### src/rtl/rca_operand_loader.sv
// Streams two WIDTH-bit operands in as CHUNK-bit pieces, drives an external adder and
// returns its sum over valid/ready. Optional result self-check: RCA_SELF_CHECK_EN.
module rca_operand_loader #(
  parameter int WIDTH     = 64,
  parameter int CHUNK     = 16,
  parameter int ADDER_LAT = 1
) (
  input  logic             clk_pi,
  input  logic             rst_pi,
  input  logic [CHUNK-1:0] chunk_pi,
  input  logic             chunk_valid_pi,
  output logic             chunk_ready_po,
  input  logic             abort_pi,
  output logic [WIDTH-1:0] A_po,
  output logic [WIDTH-1:0] B_po,
  input  logic [WIDTH-1:0] result_pi,
  output logic [WIDTH-1:0] sum_po,
  output logic             sum_valid_po,
  input  logic             sum_ready_pi,
  output logic             busy_po,
  output logic             mismatch_po
);

  localparam int NCH  = WIDTH / CHUNK;
  localparam int IDXW = (NCH > 1) ? $clog2(NCH) : 1;
  localparam int WCW  = (ADDER_LAT > 0) ? $clog2(ADDER_LAT + 1) : 1;

  localparam logic [IDXW-1:0] LAST_IDX = IDXW'(NCH - 1);

  localparam logic [1:0] LOAD_A = 2'd0;
  localparam logic [1:0] LOAD_B = 2'd1;
  localparam logic [1:0] WAIT   = 2'd2;
  localparam logic [1:0] HOLD   = 2'd3;

  logic [1:0]       r_state;
  logic [IDXW-1:0]  r_idx;
  logic [WCW-1:0]   r_wcnt;
  logic [WIDTH-1:0] r_asm_a;
  logic [WIDTH-1:0] r_asm_b;
  logic [WIDTH-1:0] r_a;
  logic [WIDTH-1:0] r_b;
  logic [WIDTH-1:0] r_sum;
  logic             r_sum_valid;

  logic [WIDTH-1:0] w_asm_a_next;
  logic [WIDTH-1:0] w_asm_b_next;
  logic             w_capture;

  // Assembly registers with the incoming chunk merged at the current index, so the
  // final B chunk can reach B_po on the same edge it is accepted.
  always_comb begin
    w_asm_a_next = r_asm_a;
    w_asm_b_next = r_asm_b;
    w_asm_a_next[r_idx*CHUNK +: CHUNK] = chunk_pi;
    w_asm_b_next[r_idx*CHUNK +: CHUNK] = chunk_pi;
  end

  assign w_capture = (r_state == WAIT) && (r_wcnt == '0);

  always_ff @(posedge clk_pi or posedge rst_pi) begin
    if (rst_pi) begin
      r_state     <= LOAD_A;
      r_idx       <= '0;
      r_wcnt      <= '0;
      r_asm_a     <= '0;
      r_asm_b     <= '0;
      r_a         <= '0;
      r_b         <= '0;
      r_sum       <= '0;
      r_sum_valid <= 1'b0;
    end else if (abort_pi) begin
      r_state     <= LOAD_A;
      r_idx       <= '0;
      r_wcnt      <= '0;
      r_asm_a     <= '0;
      r_asm_b     <= '0;
      r_sum_valid <= 1'b0;
    end else begin
      case (r_state)
        LOAD_A: if (chunk_valid_pi) begin
          r_asm_a <= w_asm_a_next;
          if (r_idx == LAST_IDX) begin
            r_idx   <= '0;
            r_state <= LOAD_B;
          end else begin
            r_idx <= r_idx + IDXW'(1);
          end
        end
        LOAD_B: if (chunk_valid_pi) begin
          r_asm_b <= w_asm_b_next;
          if (r_idx == LAST_IDX) begin
            r_idx   <= '0;
            r_a     <= r_asm_a;
            r_b     <= w_asm_b_next;
            r_wcnt  <= WCW'(ADDER_LAT);
            r_state <= WAIT;
          end else begin
            r_idx <= r_idx + IDXW'(1);
          end
        end
        WAIT: begin
          if (r_wcnt != '0) begin
            r_wcnt <= r_wcnt - WCW'(1);
          end else begin
            r_sum       <= result_pi;
            r_sum_valid <= 1'b1;
            r_state     <= HOLD;
          end
        end
        HOLD: if (r_sum_valid && sum_ready_pi) begin
          r_sum_valid <= 1'b0;
          r_state     <= LOAD_A;
        end
        default: r_state <= LOAD_A;
      endcase
    end
  end

`ifdef RCA_SELF_CHECK_EN
  logic [WIDTH-1:0] w_ref;
  logic             r_mismatch;

  assign w_ref = r_a + r_b;

  always_ff @(posedge clk_pi or posedge rst_pi) begin
    if (rst_pi) begin
      r_mismatch <= 1'b0;
    end else if (abort_pi) begin
      r_mismatch <= 1'b0;
    end else if (w_capture && (result_pi != w_ref)) begin
      r_mismatch <= 1'b1;
    end
  end

  assign mismatch_po = r_mismatch;
`else
  assign mismatch_po = 1'b0;
`endif

  assign chunk_ready_po = (r_state == LOAD_A) || (r_state == LOAD_B);
  assign busy_po        = (r_state != LOAD_A) || (r_idx != '0);
  assign A_po           = r_a;
  assign B_po           = r_b;
  assign sum_po         = r_sum;
  assign sum_valid_po   = r_sum_valid;

endmodule

### config.mk
export PLATFORM = sky130hd
export DESIGN_NAME = rca_operand_loader
export DESIGN_NICKNAME = d
export VERILOG_FILES = /design/src/rtl/rca_operand_loader.sv
export SDC_FILE = /design/constraint.sdc
export NUM_CORES = 1
export LEC_CHECK = 0
export ABC_CLOCK_PERIOD_IN_PS = 25700
export CAP_MARGIN = 20
export CORE_UTILIZATION = 45
export DETAILED_ROUTE_END_ITERATION = 10
export PLACE_DENSITY = 0.73
export SYNTH_ARGS = -nofsm -noshare
export SYNTH_HDL_FRONTEND = slang
export SYNTH_SLANG_ARGS = --single-unit
### constraint.sdc
create_clock -name clk_pi -period 25.7 [get_ports clk_pi]
set_input_delay 3.855 -clock clk_pi [delete_from_list [all_inputs] [get_ports clk_pi]]
set_output_delay 3.855 -clock clk_pi [all_outputs]
set_load 0.02 [all_outputs]
# [Word level (Yosys, flattened, before mapping)]
# Index checks and enable logic that the tools add are counted.
[totals] elab_cells=76 reg_bits=326 in_bits=85 out_inout_bits=196
[op_classes] addsub=3 bitwise=2 n_mux=29 shifts=2 n_eq_ne=10 reduce_logical=21
[ops] operator="$mux 64" n=6
[ops] operator="$bwmux 64" n=2
[ops] operator="$shift 16x34->64 const A" n=1
[ops] operator="$shiftx 16x34->64" n=1
[ops] operator="$neg 6->34" n=1
[ops] operator="$mux 2" n=11
[ops] operator="$ne 3x3->1 const B" n=6
[ops] operator="$reduce_bool 2->1" n=6
[ops] operator="$reduce_and 3->1" n=3
[ops] operator="$pmux 2 s4" n=1
[ops] operator="$mux 1" n=7
[ops] operator="$eq 2x2->1 const B" n=3
[ops] operator="$reduce_and 2->1" n=3
[ops] operator="$reduce_and 6->1" n=1
[ops] operator="$reduce_bool 3->1" n=2
[ops] operator="$pmux 1 s2" n=2
[ops] operator="$reduce_and 4->1" n=1
[ops] operator="$add 2x1->2 const B" n=1
[ops] operator="$eq 2x1->1 const B" n=1
[ops] operator="$logic_not 2->1" n=1
[ops] operator="$logic_or 1x1->1" n=2
[ops] operator="$not 1->1" n=2
[ops] operator="$reduce_or 2->1" n=1
[ops] operator="$logic_and 1x1->1" n=1
[ops] operator="$sub 1x1->1 const B" n=1

# [Depth between registers and ports, before layout]
# Gate-level depths: netlist of the first run.
[logic_depth] depth_word=6 ltp_mapped=9

# [Worst setup path after synthesis of the first run]
# No wires, ideal clock.
[synth_path] kind="reg-to-output" startpoint="register r_idx[0]" endpoint="output busy_po" arrival_ns=1.524 stages_incl_launch_ff=6 slack_ns=20.321 path_cell_list="dfrtp_1 inv_1 clkbuf_1 buf_2 ha_1 nand2_1"
[synth_between] elab_chain_cells=2
[synth_rtl] element="start: declaration" line="36" source="logic [IDXW-1:0] r_idx;"
[synth_rtl] element="start signal: assignment" line="86" source="r_idx <= r_idx + IDXW'(1);"
[synth_rtl] element="start signal: assignment" line="98" source="r_idx <= r_idx + IDXW'(1);"
[synth_rtl] element="$reduce_bool 2->1" line="141" source="assign busy_po = (r_state != LOAD_A) || (r_idx != '0);"
[synth_rtl] element="$logic_or 1x1->1" line="141"
[synth_rtl] element="end: declaration" line="20" source="output logic busy_po,"
# No other way between the ends.

# [Worst setup path after layout of the first run]
# Same ends and word-level chain as after synthesis.

==> results of run 1 <==
[per-layer routing]
| layer | share of wire [%] | wire (um) | track usage, % | up-vias |
|---|---|---|---|---|
| li1 | - | - | - | 3888 |
| met1 | 43 | 14490 | 33.11 | 4446 |
| met2 | 48 | 16210 | 38.46 | 335 |
| met3 | 6.8 | 2306 | 4.890 | 47 |
| met4 | 2.4 | 801 | 6.798 | 0 |
| met5 | 0 | 0 | 0 | - |
[registers in the layout, indices dropped and copies added (netlist names)]
| name | flops |
|---|---|
| r_asm_b | 48 |
| r_idx | 2 |
| sum_po | 64 |
| r_state | 2 |
| sum_valid_po | 1 |
| B_po | 64 |
| r_wcnt | 1 |
| r_asm_a | 64 |
| A_po | 64 |
[cell type report]
class | instances | area, sq um | area share [%]
timing repair buffer | 289 | 2875 | 17.45
clock inverter | 8 | 70.07 | 0.4251
multi-input combinational | 520 | 4238 | 25.71
tap | 341 | 426.7 | 2.589
clock buffer | 52 | 1072 | 6.506
sequential | 310 | 7757 | 47.07
inverter | 9 | 41.29 | 0.2505
[where the power goes]
| part | internal [W] | switching, W |
|---|---|---|
| clock | 0.000297 | 0.000191 |
| combinational | 0.000123 | 0.000154 |
| sequential | 0.000531 | 0.0000241 |
| total | 0.000952 | 0.000369 |
[worst reg2reg max path, cell delays in order, from the launching register on]
cell	delay (ps)
sky130_fd_sc_hd__dfrtp_1	480
sky130_fd_sc_hd__inv_1	400
sky130_fd_sc_hd__ha_1	680
sky130_fd_sc_hd__nor4bb_2	390
sky130_fd_sc_hd__buf_4	270
sky130_fd_sc_hd__and2_1	710
sky130_fd_sc_hd__a32o_1	300
[placed cells by master, fill, tap and decap left out, types with 20 or more instances in the layout]
cell type,netlist,layout
sky130_fd_sc_hd__dfrtp_1,310,310
sky130_fd_sc_hd__clkdlybuf4s50_1,0,278
sky130_fd_sc_hd__mux2_2,129,129
sky130_fd_sc_hd__a22o_1,60,60
sky130_fd_sc_hd__nand2_1,52,52
sky130_fd_sc_hd__o21ai_0,48,48
sky130_fd_sc_hd__a32o_1,46,46
sky130_fd_sc_hd__a32oi_1,43,43
sky130_fd_sc_hd__clkbuf_16,0,37
sky130_fd_sc_hd__nor2b_1,32,32
sky130_fd_sc_hd__nor2_1,27,27
sky130_fd_sc_hd__a21oi_1,20,20
[logic make-up after synthesis]
group	count (synthesis)
muxes	131
xor gates and xnor gates	1
and+or+nand+nor	144
other	1
adders and majority gates	9
AOI/OAI and AO/OA	234
DFF	310
buffers and inverters	99
[worst min-delay path by stage]
stage                           start     endpoint  depth (start not counted)
after floorplan            r_asm_b[0]   r_asm_b[0]                          1
after global routing      r_asm_b[15]  r_asm_b[15]                          1
after detailed placement     B_po[27]     B_po[27]                          2
after global placement       B_po[29]     B_po[29]                          2
after CTS                    B_po[27]     B_po[27]                          2
final                        B_po[38]     B_po[38]                          2
[stage by stage]
step                hold slack [ps]  util [%]  worst slack [ps]  std cells  instance area [sq um]
floorplan                     458.2         -             13270        929                  12430
global placement              461.8     56.75             19430       1469                  15340
detailed placement            471.2     56.75             19370       1469                  15340
CTS                           483.9     60.98             19090       1529                  16480
global route                  492.8     60.98             18960       1529                  16480
finish                        483.0     60.98             19080       1529                  16480
==> results.cfg, run 1 <==
[worst_setup_path]
crit_end = busy_po
critPathMaxFanout = 22
critical_path.slowest_cell = sky130_fd_sc_hd__inv_1
timing.critical_path.from = r_idx[0]
rr_endpoint = r_asm_a[39]
timing.critical_path.from_type = flip-flop
end_kind = output port
cp.depth = 4
worst-path-buf-inv = 2
r2r_start = r_idx[0]
timing.critical_path.required_ps = 21840
largest_delay_contributor_family_on_the_critical_path = buffers and inverters
ff2ff_setup_slack_ps = 22420
timing.critical_path.cells = inv_1, ha_1, nand2_1, clkdlybuf4s50_1
path_class = flip-flop to output port
ff2ff_path_depth = 6
worst_path_largest_cell_delay_ps = 590
critPathArrivalTime_ps = 2760

[floorplanning]
die_area_sq_mm = 0.02828
fp.dieH_um = 168.2
fp-row-count = 60
floorplan.die.width_um = 168.2
starting_density_of_the_core_pct = 45.98
fp.coreArea_sq_mm = 0.02703
design.portCount = 281

[detailed_routing]
detail-route-antenna-nets = 0
drt_pass1_iterations = 5
drcViolationCount = 0
finalWirelength_mm = 33.80
wire_per_inst_um = 22.11
detail_route.iter0.violations = 767
dr_total_vias = 8716
post_drt_via_cell_ratio = 5.700

[timing]
worst-slew-pin-transition_ps = 1044
min_period_ps = 6617
max_freq_mhz = 151.1
hold_viol = 0
layout_worst_path_cycle_share_pct = 25.75
grt_setup_unrepaired = false
setup_tns_ps = 0
fin_worst_skew_ps = 13.93
timing_max_transition_violations_final = 0
finalSetupViolCount = 0
worst_slew_margin_rel_pct = 30.11

[logic_synthesis]
yosys_register_bits = 310
synthesis.instances = 929
synth.cell_area_sq_mm = 0.01243
yosysWarningCount = 0
largest_family_of_logic_cells_by_synthesized_area = compound AO/OA/AOI/OAI gates
synth.top_cell.area_share_pct = 62.42
synthDistinctLibCells = 48
postSynthAreaPerCell_sq_um = 13.38
post-synth-top-count-cell = sky130_fd_sc_hd__dfrtp_1
synth-adder-area-share_pct = 0.9062
synth_ff_type = sky130_fd_sc_hd__dfrtp_1
seq_area_frac_synth_pct = 62.42
synth-xor-area-share_pct = 0.07048
yosys.area_share.simple_pct = 6.293
synth_top_cells_by_count = sky130_fd_sc_hd__dfrtp_1, sky130_fd_sc_hd__mux2_2, sky130_fd_sc_hd__a22o_1, sky130_fd_sc_hd__nand2_1, sky130_fd_sc_hd__o21ai_0
synth_compound_area_share_pct = 14.74
ys_async_sr_fraction_pct = 100.0
mappedNetlistNets = 1023
post_synth_mux_area_share_pct = 11.85
yosys-top-cells-area = sky130_fd_sc_hd__dfrtp_1, sky130_fd_sc_hd__mux2_2, sky130_fd_sc_hd__a22o_1
synth_top_cell_by_area = sky130_fd_sc_hd__dfrtp_1
synth_enable_flop_cells = 0

[global_routing]
antenna_found_initial = 0
grt_max_degree = 172
gr-usage-all-layers_pct = 23.95
globalRoute.totalOverflow = 0
grt_pass1_wl_mm = 51.65
first_global_vias = 8460

[place]
routabilityCongestion = 0.7500
buffer_ports.inserted = 279
dp_hpwl_mm = 21.90

[clock_tree]
cts.path.max_buffers = 3
cts_num_sinks = 310
cts_root_buf = sky130_fd_sc_hd__clkbuf_16
cts_resized = 0
post_cts.repair.setup_buffers = 0
clock_tree_from_tritoncts = yes
clock_insertion_delay_worst_skew_ps = 500
cts_hold_buf = 0
cts_buffers = 34
htree_levels = 2
clk_transition_reported_paths_ps = 60

[status]
run_status = complete, no violations

[power_and_ir_drop]
power_density_mw_per_mm2 = 80.14
finalPower_w = 0.001321
peakVddDrop_mv = 0.03527
p_leak_nw = 7.391

[cells_and_area]
post_route_cells_drive_above_1_share_pct = 17.68
insertedDiodeCount = 0
final_nets = 1258
fillerInstances = 2133
growth_of_design_area_from_synthesis_to_finish_pct = 32.62

[run]
max_cap_violations = 0

[worst_hold_path]
hp-class = flip-flop to flip-flop
No activity file was read; power rests on OpenSTA's default activity.
==> run 2, diff against run 1 <==
--- a/config.mk
+++ b/config.mk
@@ -5,7 +5,7 @@
 export SDC_FILE = /design/constraint.sdc
 export NUM_CORES = 1
 export LEC_CHECK = 0
-export ABC_CLOCK_PERIOD_IN_PS = 25700
+export ABC_CLOCK_PERIOD_IN_PS = 6600
 export CAP_MARGIN = 20
 export CORE_UTILIZATION = 45
 export DETAILED_ROUTE_END_ITERATION = 10
==> constraint.sdc (replaced) <==
create_clock -name clk_pi -period 6.6 [get_ports clk_pi]
set_input_delay 0.99 -clock clk_pi [delete_from_list [all_inputs] [get_ports clk_pi]]
set_output_delay 0.99 -clock clk_pi [all_outputs]
set_load 0.02 [all_outputs]
==> run 2 against run 1 <==
Critical path type unchanged. Cell count increased by 0.39%. Register-to-register slack got worse by 19000 ps. Flip-flop and latch count unchanged. Global-route usage increased by 0.28 points. Via count decreased by 0.80%. Largest cell class unchanged.
==> results.cfg, run 2 (synthesis gave the netlist of run 1 again) <==
[global_routing]
grt_max_degree = 147
gr-usage-all-layers_pct = 24.23
grt_pass1_wl_mm = 52.50
antenna_found_initial = 0
first_global_vias = 8792
globalRoute.totalOverflow = 0

[worst_setup_path]
critPathArrivalTime_ps = 2790
ff2ff_path_depth = 6
path_class = flip-flop to output port
ff2ff_setup_slack_ps = 3180
timing.critical_path.from_type = flip-flop
end_kind = output port
timing.critical_path.from = r_idx[0]
crit_end = busy_po
r2r_start = r_idx[0]
timing.critical_path.required_ps = 5610
rr_endpoint = r_asm_a[32]
critPathMaxFanout = 22

[timing]
fin_worst_skew_ps = 11.68
worst_slew_margin_rel_pct = 31.37
layout_worst_path_cycle_share_pct = 57.34
finalSetupViolCount = 0
grt_setup_unrepaired = false
hold_viol = 0
max_freq_mhz = 264.2
setup_tns_ps = 0
worst-slew-pin-transition_ps = 1030
timing_max_transition_violations_final = 0
min_period_ps = 3785
fin_ws_ps = 2815

[cells_and_area]
layout.cells.most_common_list = sky130_fd_sc_hd__dfrtp_1, sky130_fd_sc_hd__clkdlybuf4s50_1, sky130_fd_sc_hd__mux2_2
fillerInstances = 2099
post_route_cells_drive_above_1_share_pct = 18.34
fin_util_pct = 61.46
insertedDiodeCount = 0
final_nets = 1263
growth_of_design_area_from_synthesis_to_finish_pct = 33.67
multi_input_comb_area_sq_mm = 0.004232
seq_area_sq_mm = 0.007757
layout.cells.most_common = sky130_fd_sc_hd__dfrtp_1

[floorplanning]
floorplan.die.width_um = 168.2
fp.coreArea_sq_mm = 0.02703
fp-row-count = 60
fp.dieH_um = 168.2
starting_density_of_the_core_pct = 45.98
design.portCount = 281
die_area_sq_mm = 0.02828

[run]
max_cap_violations = 0

[detailed_routing]
detail_route.iter0.violations = 816
post_drt_via_cell_ratio = 5.633
wire_per_inst_um = 22.25
dr_total_vias = 8646
detail-route-antenna-nets = 0
finalWirelength_mm = 34.15
drcViolationCount = 0
drt_pass1_iterations = 5

[clock_tree]
cts.path.max_buffers = 3
cts_hold_buf = 0
clock_tree_from_tritoncts = yes
clock_insertion_delay_worst_skew_ps = 500
htree_levels = 2
post_cts.repair.setup_buffers = 0
clk_transition_reported_paths_ps = 60
cts_num_sinks = 310
cts_resized = 0
cts_root_buf = sky130_fd_sc_hd__clkbuf_16
cts_buffers = 35

[place]
post-place-ws_ps = 2822
buffer_ports.inserted = 279
routabilityCongestion = 0.7613
dp_hpwl_mm = 22.21

[power_and_ir_drop]
p_leak_nw = 7.468
power_density_mw_per_mm2 = 316.6
peakVddDrop_mv = 0.1596

[status]
run_status = complete, no violations

[worst_hold_path]
hp-class = flip-flop to flip-flop
==> run 2: changes by cell type in the layout (fill, tap and decap cells not counted) <==
cell / change
sky130_fd_sc_hd__clkbuf_1: -4
sky130_fd_sc_hd__a31oi_2: -1
sky130_fd_sc_hd__buf_16: +1
sky130_fd_sc_hd__clkbuf_8: -2
sky130_fd_sc_hd__buf_12: +1
sky130_fd_sc_hd__buf_6: +1
sky130_fd_sc_hd__bufinv_16: +3
sky130_fd_sc_hd__a31oi_1: +1
sky130_fd_sc_hd__inv_8: -1
sky130_fd_sc_hd__clkinv_2: +5
sky130_fd_sc_hd__clkinv_4: +1
sky130_fd_sc_hd__buf_4: +1
==> run 2: layer usage <==
layer  global-route usage, %  routed length (um)  vias up
met5                       0                   0        -
met4                   6.047                 607        0
met3                   5.618                2408       39
met2                   40.31               16780      347
met1                   32.15               14350     4370
li1                        -                   -     3890
==> run 2: cell type report <==
type	instances	area share (%)
clock buffer	46	6.199
multi-input combinational	520	25.47
tap	341	2.569
timing repair buffer	293	17.71
sequential	310	46.70
inverter	9	0.2260
clock inverter	16	1.122
==> run 2: worst min-delay path by stage <==
stage / startpoint / end / slack (ps) / cells after the start
after global routing: r_asm_b[15] / r_asm_b[15] / 490 / 1
after CTS: B_po[44] / B_po[44] / 480 / 2
final: B_po[43] / B_po[43] / 480 / 2
after detailed placement: B_po[18] / B_po[18] / 470 / 2
after floorplan: r_asm_b[0] / r_asm_b[0] / 460 / 1
after global placement: B_po[47] / B_po[47] / 460 / 2
==> run 2: stage by stage <==
step / area [sq um] / total power [W] / cells / hold WS [ps]
global placement: 15360 / 0.003276 / 1471 / 463.3
global route: 16610 / 0.005460 / 1535 / 491.9
detailed placement: 15360 / 0.003292 / 1471 / 469.3
finish: 16610 / 0.005260 / 1535 / 477.1
CTS: 16570 / 0.005304 / 1533 / 481.7
floorplan: 12430 / 0.002777 / 929 / 458.2
==> run 2: critical path, cell delays in order (launching register included) <==
cell and delay, ps:
sky130_fd_sc_hd__dfrtp_1 460, sky130_fd_sc_hd__inv_1 620, sky130_fd_sc_hd__ha_1 480, sky130_fd_sc_hd__nand2_1 160, sky130_fd_sc_hd__clkdlybuf4s50_1 570
==> run 2: where the power goes <==
group	leakage (nW)	switching [W]	internal (W)	total (W)
Sequential	4.30	0.0000917	0.00207	0.00216
Clock	0.609	0.000755	0.00125	0.00201
Combinational	2.56	0.000609	0.000480	0.00109
==> run 3, diff against run 2 <==
--- a/config.mk
+++ b/config.mk
@@ -5,11 +5,11 @@
 export SDC_FILE = /design/constraint.sdc
 export NUM_CORES = 1
 export LEC_CHECK = 0
-export ABC_CLOCK_PERIOD_IN_PS = 6600
+export ABC_CLOCK_PERIOD_IN_PS = 3400
 export CAP_MARGIN = 20
 export CORE_UTILIZATION = 45
 export DETAILED_ROUTE_END_ITERATION = 10
-export PLACE_DENSITY = 0.73
+export PLACE_DENSITY = 0.76
 export SYNTH_ARGS = -nofsm -noshare
 export SYNTH_HDL_FRONTEND = slang
 export SYNTH_SLANG_ARGS = --single-unit
==> constraint.sdc (replaced) <==
create_clock -name clk_pi -period 3.4 [get_ports clk_pi]
set_input_delay 0.51 -clock clk_pi [delete_from_list [all_inputs] [get_ports clk_pi]]
set_output_delay 0.51 -clock clk_pi [all_outputs]
set_load 0.02 [all_outputs]
==> run 3 against run 2 <==
Cell count increased by 1.0%. Count of clock-buffer cells in the layout increased by 3. Final area increased by 0.96%. Setup slack got worse by 2400 ps. Via count increased by 3.3%. Critical path type unchanged.
==> results.cfg, run 3 (synthesis gave the netlist of run 1 again) <==
[timing]
finalSetupViolCount = 0
fin_worst_skew_ps = 16.79
hold_viol = 0
worst-slew-pin-transition_ps = 963.6
setup_tns_ps = 0
fin_ws_ps = 420.2
worst_slew_margin_rel_pct = 35.56
grt_setup_unrepaired = false
layout_worst_path_cycle_share_pct = 87.64
hold_slack_ps = 400.4
max_freq_mhz = 335.6
timing_max_transition_violations_final = 0
min_period_ps = 2980

[worst_setup_path]
path_class = flip-flop to output port
end_kind = output port
timing.critical_path.required_ps = 2890
critPathArrivalTime_ps = 2470
ff2ff_setup_slack_ps = 610
timing.critical_path.from_type = flip-flop
critPathMaxFanout = 21

[place]
placed_cells = 1490
post-place-ws_ps = 673.8
dp_hpwl_mm = 22.91
buffer_ports.inserted = 279
placed_area_sq_mm = 0.01560
routabilityCongestion = 0.8222

[cells_and_area]
instances_no_fill = 1551
growth_of_design_area_from_synthesis_to_finish_pct = 34.96
layout.cells.most_common_list = sky130_fd_sc_hd__dfrtp_1, sky130_fd_sc_hd__clkdlybuf4s50_1, sky130_fd_sc_hd__mux2_2
layout.cells.most_common = sky130_fd_sc_hd__dfrtp_1
fillerInstances = 2058
seq_area_sq_mm = 0.007757
layout.cell_area.non_filler_sq_mm = 0.01677
final_nets = 1279
multi_input_comb_area_sq_mm = 0.004232
post_route_cells_drive_above_1_share_pct = 19.02

[clock_tree]
cts_resized = 0
post_cts.repair.setup_buffers = 0
htree_levels = 2
cts.path.max_buffers = 3
clock_insertion_delay_worst_skew_ps = 510
clock_tree_from_tritoncts = yes
cts_hold_buf = 0
clk_transition_reported_paths_ps = 60
cts_buffers = 34
cts_num_sinks = 310
cts_root_buf = sky130_fd_sc_hd__clkbuf_16

[detailed_routing]
detail_route.iter0.violations = 847
routed-wl-met2_mm = 16.55
drt_pass1_iterations = 5
highest_layer = met5
wl_met3_mm = 2.615
met1Wirelength_mm = 14.21
wire_per_inst_um = 22.25
post_drt_via_cell_ratio = 5.761
dr_total_vias = 8935
drcViolationCount = 0
finalWirelength_mm = 34.50
detail-route-antenna-nets = 0

[floorplanning]
starting_density_of_the_core_pct = 45.98
fp-row-count = 60
die_area_sq_mm = 0.02828
design.portCount = 281
floorplan.die.width_um = 168.2
fp.coreArea_sq_mm = 0.02703
fp.dieH_um = 168.2

[global_routing]
grt_max_degree = 104
gr-usage-all-layers_pct = 24.35
first_global_vias = 8951
grt_pass1_wl_mm = 52.56
antenna_found_initial = 1
globalRoute.totalOverflow = 0

[power_and_ir_drop]
power_density_mw_per_mm2 = 604.5
share_clk_of_total_power_pct = 37.5
p_sw_w = 0.002797
p_leak_nw = 7.544
power_frac_comb_pct = 21.2
peakVddDrop_mv = 0.2994
netSwitchingFraction_pct = 27.59
power_frac_seq_pct = 41.3
cell_internal_pwr_w = 0.007341

[worst_hold_path]
hp-class = input port to flip-flop

[status]
run_status = complete, no violations

[run]
max_cap_violations = 0
-- run 3: cell count changes in the layout (fill, tap and decap cells not counted) --
cell	before	now
sky130_fd_sc_hd__buf_12	2	10
sky130_fd_sc_hd__buf_16	1	0
sky130_fd_sc_hd__buf_4	10	21
sky130_fd_sc_hd__buf_6	1	0
sky130_fd_sc_hd__clkbuf_1	2	6
sky130_fd_sc_hd__clkbuf_16	37	35
sky130_fd_sc_hd__clkbuf_8	7	8
sky130_fd_sc_hd__clkinv_2	10	5
sky130_fd_sc_hd__clkinv_4	1	0
sky130_fd_sc_hd__diode_2	0	1
sky130_fd_sc_hd__inv_6	0	1
-- run 3: worst paths after layout --
path                       cells after the start     start           to
setup / recovery                               5  r_idx[0]      busy_po
hold / removal                                 2  abort_pi     r_idx[0]
setup reg to reg                               7  r_idx[0]  r_asm_a[46]
hold reg to reg                                2   B_po[7]      B_po[7]
max in group asynchronous                      3    rst_pi   r_asm_b[1]
min in group asynchronous                      2    rst_pi     A_po[56]
-- run 3: area by class of cell --
class	instances	area share, %
timing repair buffer	310	18.76
antenna	1	0.01492
clock buffer	49	6.013
multi-input combinational	520	25.23
inverter	9	0.2238
tap	341	2.544
sequential	310	46.25
clock inverter	11	0.9624
-- run 3: per-stage QoR --
| step | utilization [%] | total power (W) |
|---|---|---|
| finish | 62.06 | 0.01014 |
| global route | 62.05 | 0.01052 |
| CTS | 62.05 | 0.01024 |
| detailed placement | 57.72 | 0.006414 |
| global placement | 57.72 | 0.006376 |
| floorplan | - | 0.005391 |
-- run 3: per-layer routing --
| metal | track usage, % | up-vias |
|---|---|---|
| met3 | 5.195 | 67 |
| met1 | 31.70 | 4532 |
| met4 | 8.696 | 2 |
| li1 | - | 3927 |
| met2 | 40.34 | 407 |
| met5 | 0 | - |
-- run 3: critical path, cell delays in order (launching register included) --
cell and delay, ps:
sky130_fd_sc_hd__dfrtp_1 460, sky130_fd_sc_hd__inv_1 110, sky130_fd_sc_hd__buf_4 250, sky130_fd_sc_hd__ha_1 390
sky130_fd_sc_hd__nand2_1 170, sky130_fd_sc_hd__clkdlybuf4s50_1 570
-- run 3: power by group through the flow --
stage	clock network, W	logic, W	registers (W)
floorplan	0	0.000793	0.00460
global placement	0	0.00213	0.00424
detailed placement	0	0.00216	0.00426
CTS	0.00388	0.00216	0.00420
global route	0.00403	0.00227	0.00423
finish	0.00380	0.00215	0.00419
